File: src/rtl/regfile_wb_arbiter.sv
// regfile_wb_arbiter: merges ALU and load writebacks onto the single
// register file write port, with an in-order load queue and x0 dropping.
//
// Parameters
//   DEPTH       load queue entries (power of two, 2..8)
//   STARVE_MAX  cycles the queue head may wait before the ALU is stalled
// Ports
//   clk, rst                    clock, synchronous active-high reset
//   alu_valid/ready/rd/data     ALU writeback request (ready is combinational)
//   ld_valid/ready/rd/data      load writeback request
//   we_reg, wb_rd, wb_data      registered register file write port
//   q_count                     load queue occupancy
//   fwd_rs, fwd_hit, fwd_data   pending-write lookup
// Build option
//   WB_FWD_EN  enables the fwd_rs lookup; otherwise fwd_hit/fwd_data are 0
module regfile_wb_arbiter #(
    parameter int DEPTH      = 4,
    parameter int STARVE_MAX = 4
) (
    input  logic                     clk,
    input  logic                     rst,
    input  logic                     alu_valid,
    output logic                     alu_ready,
    input  logic [4:0]               alu_rd,
    input  logic [63:0]              alu_data,
    input  logic                     ld_valid,
    output logic                     ld_ready,
    input  logic [4:0]               ld_rd,
    input  logic [63:0]              ld_data,
    output logic                     we_reg,
    output logic [4:0]               wb_rd,
    output logic [63:0]              wb_data,
    output logic [$clog2(DEPTH):0]   q_count,
    input  logic [4:0]               fwd_rs,
    output logic                     fwd_hit,
    output logic [63:0]              fwd_data
);

    localparam int PW = $clog2(DEPTH);
    localparam int CW = PW + 1;
    localparam int AW = (STARVE_MAX < 1) ? 1 : $clog2(STARVE_MAX + 1);
    localparam logic [CW-1:0] FULL    = CW'(DEPTH);
    localparam logic [AW-1:0] AGE_MAX = AW'(STARVE_MAX);

    typedef struct packed {
        logic [4:0]  rd;
        logic [63:0] data;
    } wb_ent_t;

    wb_ent_t       q_mem [DEPTH];
    logic [PW-1:0] wr_ptr;
    logic [PW-1:0] rd_ptr;
    logic [CW-1:0] cnt;
    logic [AW-1:0] head_age;

    logic [PW-1:0]    q_off [DEPTH];
    logic [DEPTH-1:0] q_vld;
    logic             q_hit;
    logic             q_empty;
    logic             starve;
    logic             conflict;
    logic             alu_fire;
    logic             ld_fire;
    logic             alu_wr;
    logic             push;
    logic             pop;
    logic             sel_we;
    wb_ent_t          sel;

    assign q_count = cnt;
    assign q_empty = (cnt == '0);

    // An entry is live when its distance from the head is below the count.
    always_comb begin
        for (int i = 0; i < DEPTH; i++) begin
            q_off[i] = PW'(i) - rd_ptr;
            q_vld[i] = ({1'b0, q_off[i]} < cnt);
        end
    end

    always_comb begin
        q_hit = 1'b0;
        for (int i = 0; i < DEPTH; i++) begin
            if (q_vld[i] && (q_mem[i].rd == alu_rd)) begin
                q_hit = 1'b1;
            end
        end
    end

    // A same-cycle load counts as older, so it also blocks the ALU.
    assign conflict = (alu_rd != 5'd0) &&
                      (q_hit || (ld_valid && (ld_rd == alu_rd)));
    assign starve   = !q_empty && (head_age >= AGE_MAX);

    assign alu_ready = !rst && !starve && !conflict;
    assign ld_ready  = !rst && (cnt < FULL);

    assign alu_fire = alu_valid && alu_ready;
    assign ld_fire  = ld_valid && ld_ready;
    assign alu_wr   = alu_fire && (alu_rd != 5'd0);
    assign push     = ld_fire && (ld_rd != 5'd0);
    // An x0 ALU fire leaves the slot free for the queue head.
    assign pop      = !alu_wr && !q_empty;

    always_comb begin
        sel_we = 1'b0;
        sel    = '0;
        unique case (1'b1)
            alu_wr: begin
                sel_we   = 1'b1;
                sel.rd   = alu_rd;
                sel.data = alu_data;
            end
            pop: begin
                sel_we = 1'b1;
                sel    = q_mem[rd_ptr];
            end
            default: begin
                sel_we = 1'b0;
            end
        endcase
    end

    always_ff @(posedge clk) begin
        if (push) begin
            q_mem[wr_ptr] <= '{rd: ld_rd, data: ld_data};
        end
    end

    always_ff @(posedge clk) begin
        if (rst) begin
            wr_ptr   <= '0;
            rd_ptr   <= '0;
            cnt      <= '0;
            head_age <= '0;
            we_reg   <= 1'b0;
            wb_rd    <= '0;
            wb_data  <= '0;
        end else begin
            if (push) begin
                wr_ptr <= wr_ptr + 1'b1;
            end
            if (pop) begin
                rd_ptr <= rd_ptr + 1'b1;
            end
            case ({push, pop})
                2'b10:   cnt <= cnt + 1'b1;
                2'b01:   cnt <= cnt - 1'b1;
                default: cnt <= cnt;
            endcase
            if (pop || q_empty) begin
                head_age <= '0;
            end else if (head_age < AGE_MAX) begin
                head_age <= head_age + 1'b1;
            end
            we_reg <= sel_we;
            if (sel_we) begin
                wb_rd   <= sel.rd;
                wb_data <= sel.data;
            end
        end
    end

`ifdef WB_FWD_EN
    logic [PW-1:0] age_idx [DEPTH];

    always_comb begin
        for (int k = 0; k < DEPTH; k++) begin
            age_idx[k] = rd_ptr + PW'(k);
        end
    end

    // Walk oldest to youngest so the youngest match overrides.
    always_comb begin
        fwd_hit  = 1'b0;
        fwd_data = '0;
        if (fwd_rs != 5'd0) begin
            if (we_reg && (wb_rd == fwd_rs)) begin
                fwd_hit  = 1'b1;
                fwd_data = wb_data;
            end
            for (int k = 0; k < DEPTH; k++) begin
                if (q_vld[age_idx[k]] &&
                    (q_mem[age_idx[k]].rd == fwd_rs)) begin
                    fwd_hit  = 1'b1;
                    fwd_data = q_mem[age_idx[k]].data;
                end
            end
        end
    end
`else
    logic unused_fwd;

    assign unused_fwd = ^fwd_rs;
    assign fwd_hit    = 1'b0;
    assign fwd_data   = '0;
`endif

endmodule

File: config.mk
export PLATFORM = sky130hd
export DESIGN_NAME = regfile_wb_arbiter
export DESIGN_NICKNAME = d
export VERILOG_FILES = /design/src/rtl/regfile_wb_arbiter.sv
export SDC_FILE = /design/constraint.sdc
export NUM_CORES = 1
export LEC_CHECK = 0
export CORE_MARGIN = 2
export CORE_UTILIZATION = 52
export CTS_BUF_LIST = sky130_fd_sc_hd__clkbuf_16
export DETAILED_ROUTE_END_ITERATION = 10
export PLACE_DENSITY = 0.83
export SETUP_SLACK_MARGIN = 0.1
export SLEW_MARGIN = 20
export SYNTH_ARGS = -nofsm -noshare
export SYNTH_HDL_FRONTEND = slang
export SYNTH_SLANG_ARGS = --single-unit
export TNS_END_PERCENT = 1
File: constraint.sdc
create_clock -name clk -period 4.55 [get_ports clk]
set_input_delay 0.91 -clock clk [delete_from_list [all_inputs] [get_ports clk]]
set_output_delay 0.91 -clock clk [all_outputs]
set_load 0.005 [all_outputs]
# Yosys cells after proc, flatten, opt, wreduce, memory -nomap -nowiden
# Memories as Yosys holds them, arrays and structs flattened. A register that Yosys moved wholly into a read port is not among the register bits.
# Index checks and enable logic that the tools add are counted.
# word_totals
ff_bits,80
latchBits,0
ram_bits,276
rom_bits,0
inputBits,147
out_inout_bits,140
wordCells,70
n_memories,1
# memory_table
name,words,width,rd,rd_clocked_by_memory_dff,write_ports,line,rtl
q_mem,4,69,5,1,1,50,wb_ent_t q_mem [DEPTH];
# classes
add_sub_neg,9
n_mul,0
div,0
order_cmp,7
eq_ne,7
n_shift,0
n_mux,11
bitwise,0
n_reduce_logical,28
# ops
cell,n
69-bit one-hot mux with 2 select lines,1
5-bit equality test,5
1-bit logical AND,15
2-bit by 3-bit less-than comparator with 1-bit output,4
5-bit nonzero test,2
1-bit two-way mux,7
3-bit by 1-bit adder with 3-bit output (second input constant),2
3-bit less-than comparator (second input constant),2
3-bit one-hot mux with 2 select lines,1
1-bit logical NOT,5
2-bit by 1-bit adder with 2-bit output (second input constant),2
2-bit two-way mux,2
2-bit OR reduction,2
1-bit by 2-bit subtractor with 2-bit output (first input constant),2
2-bit subtractor (first input constant),2
3-bit greater-or-equal comparator (second input constant),1
3-bit logical NOT,1
3-bit by 1-bit subtractor with 3-bit output (second input constant),1
2-bit by 1-bit equality test with 1-bit output (second input constant),1
2-bit equality test (second input constant),1
1-bit logical OR,2
2-bit nonzero test,1

# Logic depth before layout (Yosys ltp)
# logic_depth
depth_word,17
ltp_mapped,13

# Worst setup path before layout
# No wires, ideal clock.
# synth_path
path_type,in2reg
start,input rst
end,"memory q_mem[0][0] (netlist name), enable pin"
arrival_ns,3.143
required_ns,4.115
path_slack_ns,0.973
stages,4
path_cell_list,nor2_1 nand2_1 a21oi_1 and2_1
# synth_between
elab_chain_cells,6
# synth_lines
item,line,rtl
start: declaration,21,"input logic rst,"
1-bit logical NOT,96,assign ld_ready = !rst && (cnt < FULL);
1-bit logical AND,96,
1-bit logical AND,99,assign ld_fire = ld_valid && ld_ready;
1-bit logical AND,101,assign push = ld_fire && (ld_rd != 5'd0);
1-bit two-way mux,125,if (push) begin
1-bit two-way mux (not written as such),126,"q_mem[wr_ptr] <= '{rd: ld_rd, data: ld_data};"
end: declaration,50,
# No other way between the ends.

# Final worst setup path
# layout_path
start,input alu_rd[0]
end,output alu_ready
# layout_between
elab_chain_cells,10
# layout_lines
item,line,rtl
start: declaration,24,"input logic [4:0] alu_rd,"
5-bit equality test,84,if (q_vld[i] && (q_mem[i].rd == alu_rd)) begin
1-bit logical AND,84,
1-bit two-way mux (4 in series),84,
1-bit logical OR,92,(q_hit || (ld_valid && (ld_rd == alu_rd)));
1-bit logical AND (*),91,assign conflict = (alu_rd != 5'd0) &&
1-bit logical NOT (*),95,assign alu_ready = !rst && !starve && !conflict;
1-bit logical AND (*),95,
end: declaration,23,"output logic alu_ready,"
# Every way passes the cells marked *; elsewhere a longest branch is shown, timed or not.

==> flow_summary.json <==
{
  "core_sq_um": 27800,
  "power.leakage_nw": 6.08,
  "pwr-share-seq": 0.421,
  "gr-total-overflow": 0,
  "hold_path_class": "register to register",
  "first_iter_violations": 539,
  "cts_tree": "done",
  "yosysWarningCount": 0,
  "worstPathArrival_ps": 3160,
  "synth_cell_types": 34,
  "worst_ir_drop_vdd_uv": 472,
  "antenna_found_initial": 1,
  "gr-usage-all-layers": 0.219,
  "routed_via_density": 5.62,
  "initial_utilization": 0.527,
  "cp-end-kind": "output port",
  "crit_type": "input port to output port",
  "crit_path_max_fanout": 7,
  "instances_no_fill": 1559,
  "met2_wirelength_um": 16300,
  "dr.max_layer_used": "met4",
  "syn-cell-area_sq_um": 14600,
  "synth_top_flop_cell": "edfxtp_1",
  "post-route-period-util": 0.894,
  "rsz0062_at_grt": "false",
  "critPathLaunch": "alu_rd[0]",
  "cts_resized": 0,
  "largest_reg_flops": 276,
  "r2r-start": "rd_ptr[0]$_SDFFE_PP0N_",
  "die_area_sq_um": 29500,
  "root_buffer": "clkbuf_16",
  "switching_share": 0.285,
  "cp-start-kind": "input port",
  "power_density_nw_per_um2": 550,
  "p_int_w": 0.00717,
  "wl_met3_um": 2190,
  "grt_pass1_wl_um": 48800,
  "synth_area_per_cell_sq_um": 15.3,
  "ys_seq_elements": 358,
  "setup_viol": 0,
  "area_growth_pct": 24.7,
  "drv_cap": 0,
  "layout_commonest_cell": "edfxtp_1",
  "layout_common_cells": "edfxtp_1 (276), clkdlybuf4s50_1 (215), nand2_1 (142), dfxtp_1 (80)",
  "gp_congestion": 0.884,
  "rows": 61,
  "met1_length_um": 13000,
  "p_comb_frac": 0.263,
  "drive_gt1_frac": 0.141,
  "required_ps": 3640,
  "final-hold-violation-count": 0,
  "async_flop_share": 0,
  "grt_max_degree": 74,
  "p_sw_w": 0.00287,
  "status": "finished, final reports clean",
  "port_buffers": 216,
  "routed-via-count": 8759,
  "numCtsBuffers": 37,
  "fin_skew_ps": 20.0,
  "postCtsSetupRepairBufs": 0,
  "post-route-drc-count": 0,
  "max_freq_mhz": 246,
  "hpwlAfterDp_um": 19600,
  "die_h_um": 172,
  "ant_nets": 0,
  "insertion_delay_ps": 510,
  "worstMarginPinSlew_ps": 1060,
  "clkTransAtPathRegs_ps": 60,
  "synth_edf_count": 276,
  "final.min_clock_period_ps": 4070,
  "setup-tns-final_ps": 0,
  "p_clk_frac": 0.316,
  "clock-sinks": 358,
  "nNetsFinal": 1312,
  "cts_buffer_depth": 3,
  "h-tree-depth": 2,
  "firstDrtPassIters": 4,
  "first_global_vias": 8745,
  "dieWidth_um": 172,
  "synthCells": 954,
  "relSlewSlack": 0.295,
  "synth-seq-area-share": 0.679,
  "place_inst": 1493,
  "reg_top3": "q_mem x276, wb_data x64, wb_rd x5",
  "wire_per_inst_um": 20.7,
  "slew_violations": 0,
  "hp-start": "wb_data[1]$_SDFFE_PP0P_",
  "cts_hold_buffers": 0,
  "largest-register": "q_mem",
  "ios": 287,
  "drt-total-wl_um": 32200
}
-- synth_stat cells (all sizes together) (2+ instances only) --
library cell,number,share of area
edfxtp,276,0.57
and3,3,0.0013
clkbuf,42,0.011
mux2,3,0.0023
nor3b,2,0.0010
nor3,75,0.029
nor2b,2,0.00085
or3,4,0.0017
nand2,143,0.037
inv,9,0.0023
o21ai,2,0.00068
ha,10,0.0086
buf,91,0.043
a2111o,2,0.0015
xor2,17,0.010
mux4,69,0.11
xnor2,13,0.0078
nand4,3,0.0013
mux2i,2,0.0014
dfxtp,82,0.11
a21oi,9,0.0033
nand3,2,0.00068
nor2,12,0.0031
a311oi,69,0.041
and2,4,0.0017
nor4,4,0.0017
-- per-stage QoR --
stage | power [W] | hold slack, ps | utilization | area, sq um | setup WS, ps
global placement | 0.00689 | 470 | 0.610 | 17000 | 462
finish | 0.0100 | 480 | 0.657 | 18200 | 483
CTS | 0.0101 | 483 | 0.657 | 18200 | 465
global route | 0.0105 | 501 | 0.657 | 18200 | 404
floorplan | 0.00583 | 474 | - | 14900 | 973
detailed placement | 0.00695 | 476 | 0.610 | 17000 | 423
-- worst paths after layout --
kind / cells after the start / to / slack, ps
setup / recovery: 7 / alu_ready / 480
hold / removal: 2 / wb_data[1]$_SDFFE_PP0P_ / 480
setup reg to reg: 13 / q_count[2]$_SDFFE_PP0P_ / 1130
hold reg to reg: 2 / wb_data[1]$_SDFFE_PP0P_ / 480
-- routing by layer --
layer | up-vias | track usage
met4 | 0 | 0.0654
met2 | 358 | 0.370
met5 | - | 0
met1 | 4407 | 0.286
li1 | 3931 | -
met3 | 63 | 0.0467
-- power by group through the flow --
stage / Clock [W] / Combinational [W] / Sequential, W
after floorplan: 0 / 0.00169 / 0.00414
after global placement: 0 / 0.00261 / 0.00428
after detailed placement: 0 / 0.00266 / 0.00430
after CTS: 0.00323 / 0.00267 / 0.00423
after global routing: 0.00335 / 0.00286 / 0.00428
final: 0.00317 / 0.00264 / 0.00422
-- critical path, cell delays in order --
cell,delay [ps]
clkdlybuf4s50_1,700
xor2_1,210
a31oi_1,50
and3_1,220
or3_1,370
a21boi_0,170
clkdlybuf4s50_1,520
-- area by class of cell --
type / instances / area, sq um
sequential: 358 / 9940
fill: 1938 / 9530
multi-input combinational: 518 / 4150
timing repair buffer: 230 / 2350
clock buffer: 38 / 951
tap: 378 / 473
clock inverter: 27 / 345
inverter: 9 / 33.8
antenna: 1 / 2.50
-- cell families (layout without fill, tap and decap cells) --
family | after synthesis | in the layout | synth area share
AO/OA/AOI/OAI | 84 | 84 | 0.0478
XOR/XNOR | 30 | 30 | 0.0180
adder cells (fa/ha/maj) | 11 | 11 | 0.00992
buffers and inverters | 142 | 304 | 0.0562
flip-flops | 358 | 358 | 0.679
multiplexers | 74 | 74 | 0.110
other | 1 | 66 | 0.000256
AND/OR/NAND/NOR | 254 | 254 | 0.0794
Note: power is estimated with default switching activity, not from simulation.
